$ cat config.mk
export PLATFORM = sky130hd
export DESIGN_NAME = fpu_sum_control
export DESIGN_NICKNAME = d
export VERILOG_FILES = /design/src/rtl/fpu_sum_pkg.sv /design/src/rtl/fpu_sum_norm_decode.sv /design/src/rtl/fpu_sum_control.sv
export SDC_FILE = /design/constraint.sdc
export NUM_CORES = 1
export LEC_CHECK = 0
export CORE_UTILIZATION = 41
export CTS_CLUSTER_SIZE = 16
export DETAILED_ROUTE_END_ITERATION = 10
export PLACE_DENSITY = 0.81
export SYNTH_ARGS = -nofsm -noshare
export SYNTH_HDL_FRONTEND = slang
export SYNTH_SLANG_ARGS = --single-unit
export TNS_END_PERCENT = 30
$ cat constraint.sdc
create_clock -name clk -period 2.4 [get_ports clk]
set_clock_uncertainty 0.2 [all_clocks]
set_input_delay 0.48 -clock clk [delete_from_list [all_inputs] [get_ports clk]]
set_output_delay 0.48 -clock clk [all_outputs]
set_load 0.005 [all_outputs]
$ cat src/rtl/fpu_sum_pkg.sv
// Shared constants for the FP add/sub control unit and its datapath.
// State encoding and the normalizer mux/shift select codes.
package fpu_sum_pkg;

   localparam int N_FLOAT  = 32;
   localparam int N_EXP    = 8;
   localparam int N_MANT   = 23;
   localparam int MAX_ITER = N_MANT + 3;

   typedef enum logic [2:0] {
      IDLE,
      ALIGN,
      NORM,
      ROUND,
      RENORM,
      CAPTURE,
      DONE
   } state_e;

   localparam logic [1:0] MUX_ALU   = 2'b00;
   localparam logic [1:0] MUX_FB    = 2'b01;
   localparam logic [1:0] MUX_ROUND = 2'b10;

   localparam logic [1:0] NRM_HOLD  = 2'b00;
   localparam logic [1:0] NRM_RIGHT = 2'b01;
   localparam logic [1:0] NRM_LEFT  = 2'b10;

endpackage

$ cat src/rtl/fpu_sum_norm_decode.sv
// Maps the integer bits at the normalizer input to a shift request.
// 01.x is normalized; 1x.x needs a right shift; 00.x a left shift.
module fpu_sum_norm_decode
   import fpu_sum_pkg::*;
(
   input  logic [1:0] antes_virgula_i,
   output logic [1:0] shift_o,
   output logic       normalized_o
);

   always_comb begin
      shift_o      = NRM_HOLD;
      normalized_o = 1'b0;
      unique case (1'b1)
         antes_virgula_i[1]:        shift_o      = NRM_RIGHT;
         antes_virgula_i == 2'b01:  normalized_o = 1'b1;
         antes_virgula_i == 2'b00:  shift_o      = NRM_LEFT;
      endcase
   end

endmodule

$ cat src/rtl/fpu_sum_control.sv
// Sequencer for the FP add/sub datapath: align, normalize, round,
// re-normalize, capture, one operation per accepted start.
module fpu_sum_control
   import fpu_sum_pkg::*;
#(
   parameter int N_float  = 32,
   parameter int N_exp    = 8,
   parameter int N_mant   = 23,
   parameter int MAX_ITER = N_mant + 3
) (
   input  logic               clk,
   input  logic               rst_n,
   input  logic               start,
   input  logic [N_float-1:0] float_A_in,
   input  logic [N_float-1:0] float_B_in,
   output logic [N_float-1:0] float_A,
   output logic [N_float-1:0] float_B,
   input  logic [N_exp-1:0]   diferenca_exp,
   input  logic [1:0]         antes_virgula,
   output logic [1:0]         sel_mux_normalizer,
   output logic [1:0]         sel_normalizer,
   input  logic [N_float-1:0] float_R,
   output logic [N_float-1:0] result,
   output logic               busy,
   output logic               done,
   output logic               iter_timeout
);

   localparam int CW = $clog2(MAX_ITER + 1);
   localparam logic [CW-1:0] LAST = CW'(MAX_ITER - 1);

   state_e             state_q;
   logic [CW-1:0]      cnt_q;
   logic               carry_q;
   logic [N_float-1:0] fa_q;
   logic [N_float-1:0] fb_q;
   logic [N_float-1:0] res_q;
   logic [1:0]         mux_q;
   logic [1:0]         nrm_q;
   logic               busy_q;
   logic               done_q;
   logic               tmo_q;

   logic [1:0]         shift;
   logic               normd;

   fpu_sum_norm_decode u_dec (
      .antes_virgula_i (antes_virgula),
      .shift_o         (shift),
      .normalized_o    (normd)
   );

   always_ff @(posedge clk or negedge rst_n) begin
      if (!rst_n) begin
         state_q <= IDLE;
         cnt_q   <= '0;
         carry_q <= 1'b0;
         fa_q    <= '0;
         fb_q    <= '0;
         res_q   <= '0;
         mux_q   <= MUX_ALU;
         nrm_q   <= NRM_HOLD;
         busy_q  <= 1'b0;
         done_q  <= 1'b0;
         tmo_q   <= 1'b0;
      end else begin
         done_q <= 1'b0;
         unique case (state_q)
            IDLE: begin
               if (start) begin
                  state_q <= ALIGN;
                  busy_q  <= 1'b1;
                  fa_q    <= float_A_in;
                  fb_q    <= float_B_in;
                  cnt_q   <= '0;
                  carry_q <= 1'b0;
                  tmo_q   <= 1'b0;
               end
            end
            ALIGN: begin
               state_q <= NORM;
               mux_q   <= MUX_ALU;
               nrm_q   <= NRM_HOLD;
            end
            NORM: begin
               cnt_q <= cnt_q + 1'b1;
               // a zero mantissa never reaches 01.x; bail out at the bound
               if (normd || cnt_q == LAST) begin
                  state_q <= ROUND;
                  mux_q   <= MUX_ROUND;
                  nrm_q   <= NRM_HOLD;
                  if (!normd) tmo_q <= 1'b1;
               end else begin
                  mux_q <= MUX_FB;
                  nrm_q <= shift;
               end
            end
            ROUND: begin
               state_q <= RENORM;
            end
            RENORM: begin
               if (!carry_q && shift == NRM_RIGHT) begin
                  carry_q <= 1'b1;
                  nrm_q   <= NRM_RIGHT;
               end else begin
                  state_q <= CAPTURE;
                  mux_q   <= MUX_ALU;
                  nrm_q   <= NRM_HOLD;
               end
            end
            CAPTURE: begin
               state_q <= DONE;
               res_q   <= float_R;
               busy_q  <= 1'b0;
               done_q  <= 1'b1;
            end
            DONE: begin
               state_q <= IDLE;
            end
            default: begin
               state_q <= IDLE;
            end
         endcase
      end
   end

   a_dexp_known: assert property (@(posedge clk) disable iff (!rst_n)
      (state_q == ALIGN) |-> !$isunknown(diferenca_exp));

   a_no_rsvd: assert property (@(posedge clk) disable iff (!rst_n)
      sel_normalizer != 2'b11);

   assign float_A            = fa_q;
   assign float_B            = fb_q;
   assign result             = res_q;
   assign sel_mux_normalizer = mux_q;
   assign sel_normalizer     = nrm_q;
   assign busy               = busy_q;
   assign done               = done_q;
   assign iter_timeout       = tmo_q;

endmodule
==> flow_summary.ini <==
[critical_path]
path_buf_inv = 1
criticalPathCategory = reg2reg
critPathTopFamily = flip-flops
endpoint_kind = flop
cp_slowest_cell = dfrtp_1
required_ns = 2.44
worstPathArrival_ns = 2.07
crit_path_max_incr_delay_ns = 0.58
cp_max_fo = 25
crit_chain = nor4b_4, buf_4, mux2_2
startpoint_type = flop

[timing]
fin_crit_ns = 2.024
fmax_mhz = 494.0
setup_violations = 0
drv_slew = 0
worst_slack_ns = 0.3757
period_share_pct = 84.35
slew_headroom_pct = 65.85
worst_pin_slew_ns = 0.5122
rsz0062_at_grt = no
finalSetupTns_ns = 0
report.final.hold_viol_count = 0
whs_ns = 0.2935

[yosys]
synth_top_flop_cell = dfrtp_1
synth_nets = 393
synthesis.area_um2 = 4363
synth_edf_count = 0
ys_seq_area_share_pct = 64.24
yosysTopAreaCell = dfrtp_1
yosysTopAreaCellShare_pct = 64.24
syn_inst = 282
ys_ff_latch = 112
synth_async_sr_flop_share_pct = 100.0
yosysWarnings = 0
synthTopCellsByCount = dfrtp_1, mux2_2, buf_2
syn_area_per_cell_um2 = 15.47
yosys.cell_count.top_type = dfrtp_1
synthDistinctLibCells = 35
synth_top_cells_by_area = dfrtp_1, mux2_2, mux2_1, buf_2, nand3_1

[min_path]
worstHoldPathType = reg2reg

[floorplan]
rows = 37
ios = 212
die_x_um = 105.2
die_y_um = 105.2
dieArea_um2 = 11060
start_util_pct = 42.26
core_um2 = 10320

[cts]
cts_setup_buffers = 0
cts_root_buf = clkbuf_8
htreeDepth = 3
clock-sinks = 112
clock_latency_ns = 0.36
cts_tree = done
clkTransAtPathRegs_ns = 0.10
clk_path_buf_depth = 2
cts_buffers = 9

[placement]
hpwl_um = 7146
place_area_um2 = 6611
dp.cells = 616
gp_congestion = 0.7747
portBuffers = 203
pre_cts_slack_ns = 0.04960

[job]
maxCapViolations = 0

[global_route]
first_global_vias = 3335
grt-ovfl-total = 0
antenna_found_initial = 0
grt_max_degree = 51
grt_pass1_wl_um = 15900
track_usage_pct = 18.09

[layout]
antenna_cells = 0
final_area_um2 = 6803
area_growth_pct = 55.92
final_cells = 633
final_nets = 603
drive_gt1_share_pct = 24.14

[run_status]
status = completed

[drt]
drtIter0Drc = 82
avgRoutedWirePerCell_um = 15.04
route.detailed.drc = 0
vias = 3023
postRouteAntennaNets = 0
finalWirelength_um = 9523
vias_per_cell = 4.776
drt_first_pass_iters = 4

[power]
p_leak_nw = 2.825
ir_worst_vdd_mv = 0.5927
p_per_area_nw_per_um2 = 1190
## report_power, final
| part | internal, W | switching (W) |
|---|---|---|
| clock network | 0.000417 | 0.000620 |
| registers | 0.00281 | 0.000540 |
| logic | 0.00259 | 0.00111 |
| total | 0.00583 | 0.00227 |
## registers in the layout (all words and copies together) (netlist names)
| name | cells |
|---|---|
| float_A | 32 |
| float_B | 32 |
| result | 32 |
| cnt_q | 5 |
| state_q | 3 |
| sel_mux_normalizer | 2 |
| sel_normalizer | 2 |
| busy | 1 |
| carry_q | 1 |
| done | 1 |
| iter_timeout | 1 |
## cells in the final DEF (no fill, tap or decap), types with 2 or more instances in the layout
cell type        netlist  layout
nand2b_1               2       2
mux2i_1                2       2
o311ai_0               2       2
mux2_2                90      90
nand2_1                6       6
buf_12                 0       4
nand3_1                6       6
ha_1                   2       2
a21o_1                 2       2
o211ai_1               2       2
a22o_1                 2       2
nor2_1                 6       6
clkinv_4               0       2
xnor2_1                2       2
o21ai_0                2       2
inv_6                  0       2
dfrtp_1              112     112
inv_1                  6       6
mux2_1                 7       7
o22ai_1                2       2
clkdlybuf4s50_1        0     202
buf_4                  2       7
clkbuf_8               0      10
## repair_timing
action	4_1_cts	5_1_grt
gates resized for setup	0	0
endpoints found under the hold margin	35	0
setup endpoints to repair	0	0
hold buffers	1	0
## final cells by class
class / count / area, um^2
flip-flops and latches: 112 / 2803
well taps: 136 / 170.2
clock buffers: 11 / 141.4
clock inverters: 5 / 40.04
inverters: 6 / 22.52
repair buffers: 214 / 2165
fillers: 783 / 3521
multi-input cells: 149 / 1461
## routing by layer
layer  share of wire (%)  track usage, %  wire length [um]  vias to the layer above
met4                 1.2           4.728               113                        0
met3                 8.5           6.176               813                       11
met5                   0               0                 0                        -
li1                    -               -                 -                     1418
met2                  50           31.50              4729                      125
met1                  41           21.31              3866                     1469
## path summary, 6_finish.rpt
| kind | startpoint | end | slack (ns) | cells after the start |
|---|---|---|---|---|
| max | state_q[2] | float_A[27] | 0.38 | 3 |
| min | cnt_q[4] | cnt_q[4] | 0.29 | 1 |
| max reg2reg | state_q[2] | float_A[27] | 0.38 | 3 |
| min reg2reg | cnt_q[4] | cnt_q[4] | 0.29 | 1 |
| max in group asynchronous | rst_n | result[6] | 0.92 | 3 |
| min in group asynchronous | rst_n | float_B[8] | 0.43 | 2 |
## kinds of logic (layout without fill, tap and decap cells)
kind of cell	after synthesis	after routing	share of synthesized area, %
adders and majority gates	2	2	0.5735
AOI/OAI and AO/OA	17	17	2.925
DFF	112	112	64.24
and+or+nand+nor	29	29	4.101
muxes	99	99	25.49
xor gates and xnor gates	2	2	0.4016
buffers and inverters	21	236	2.265
## stage by stage
step	power, W	utilization [%]
2_1_floorplan	0.004818	-
3_3_place_gp	0.006991	64.04
3_5_place_dp	0.007155	64.04
4_1_cts	0.008210	65.90
5_1_grt	0.008633	65.90
6_report	0.008098	65.90
## worst register-to-register path, cell delays in order (launching register included)
cell and delay, ns:
dfrtp_1 0.58, nor4b_4 0.38, buf_4 0.36, mux2_2 0.40
No activity file was read; power rests on OpenSTA's default activity.
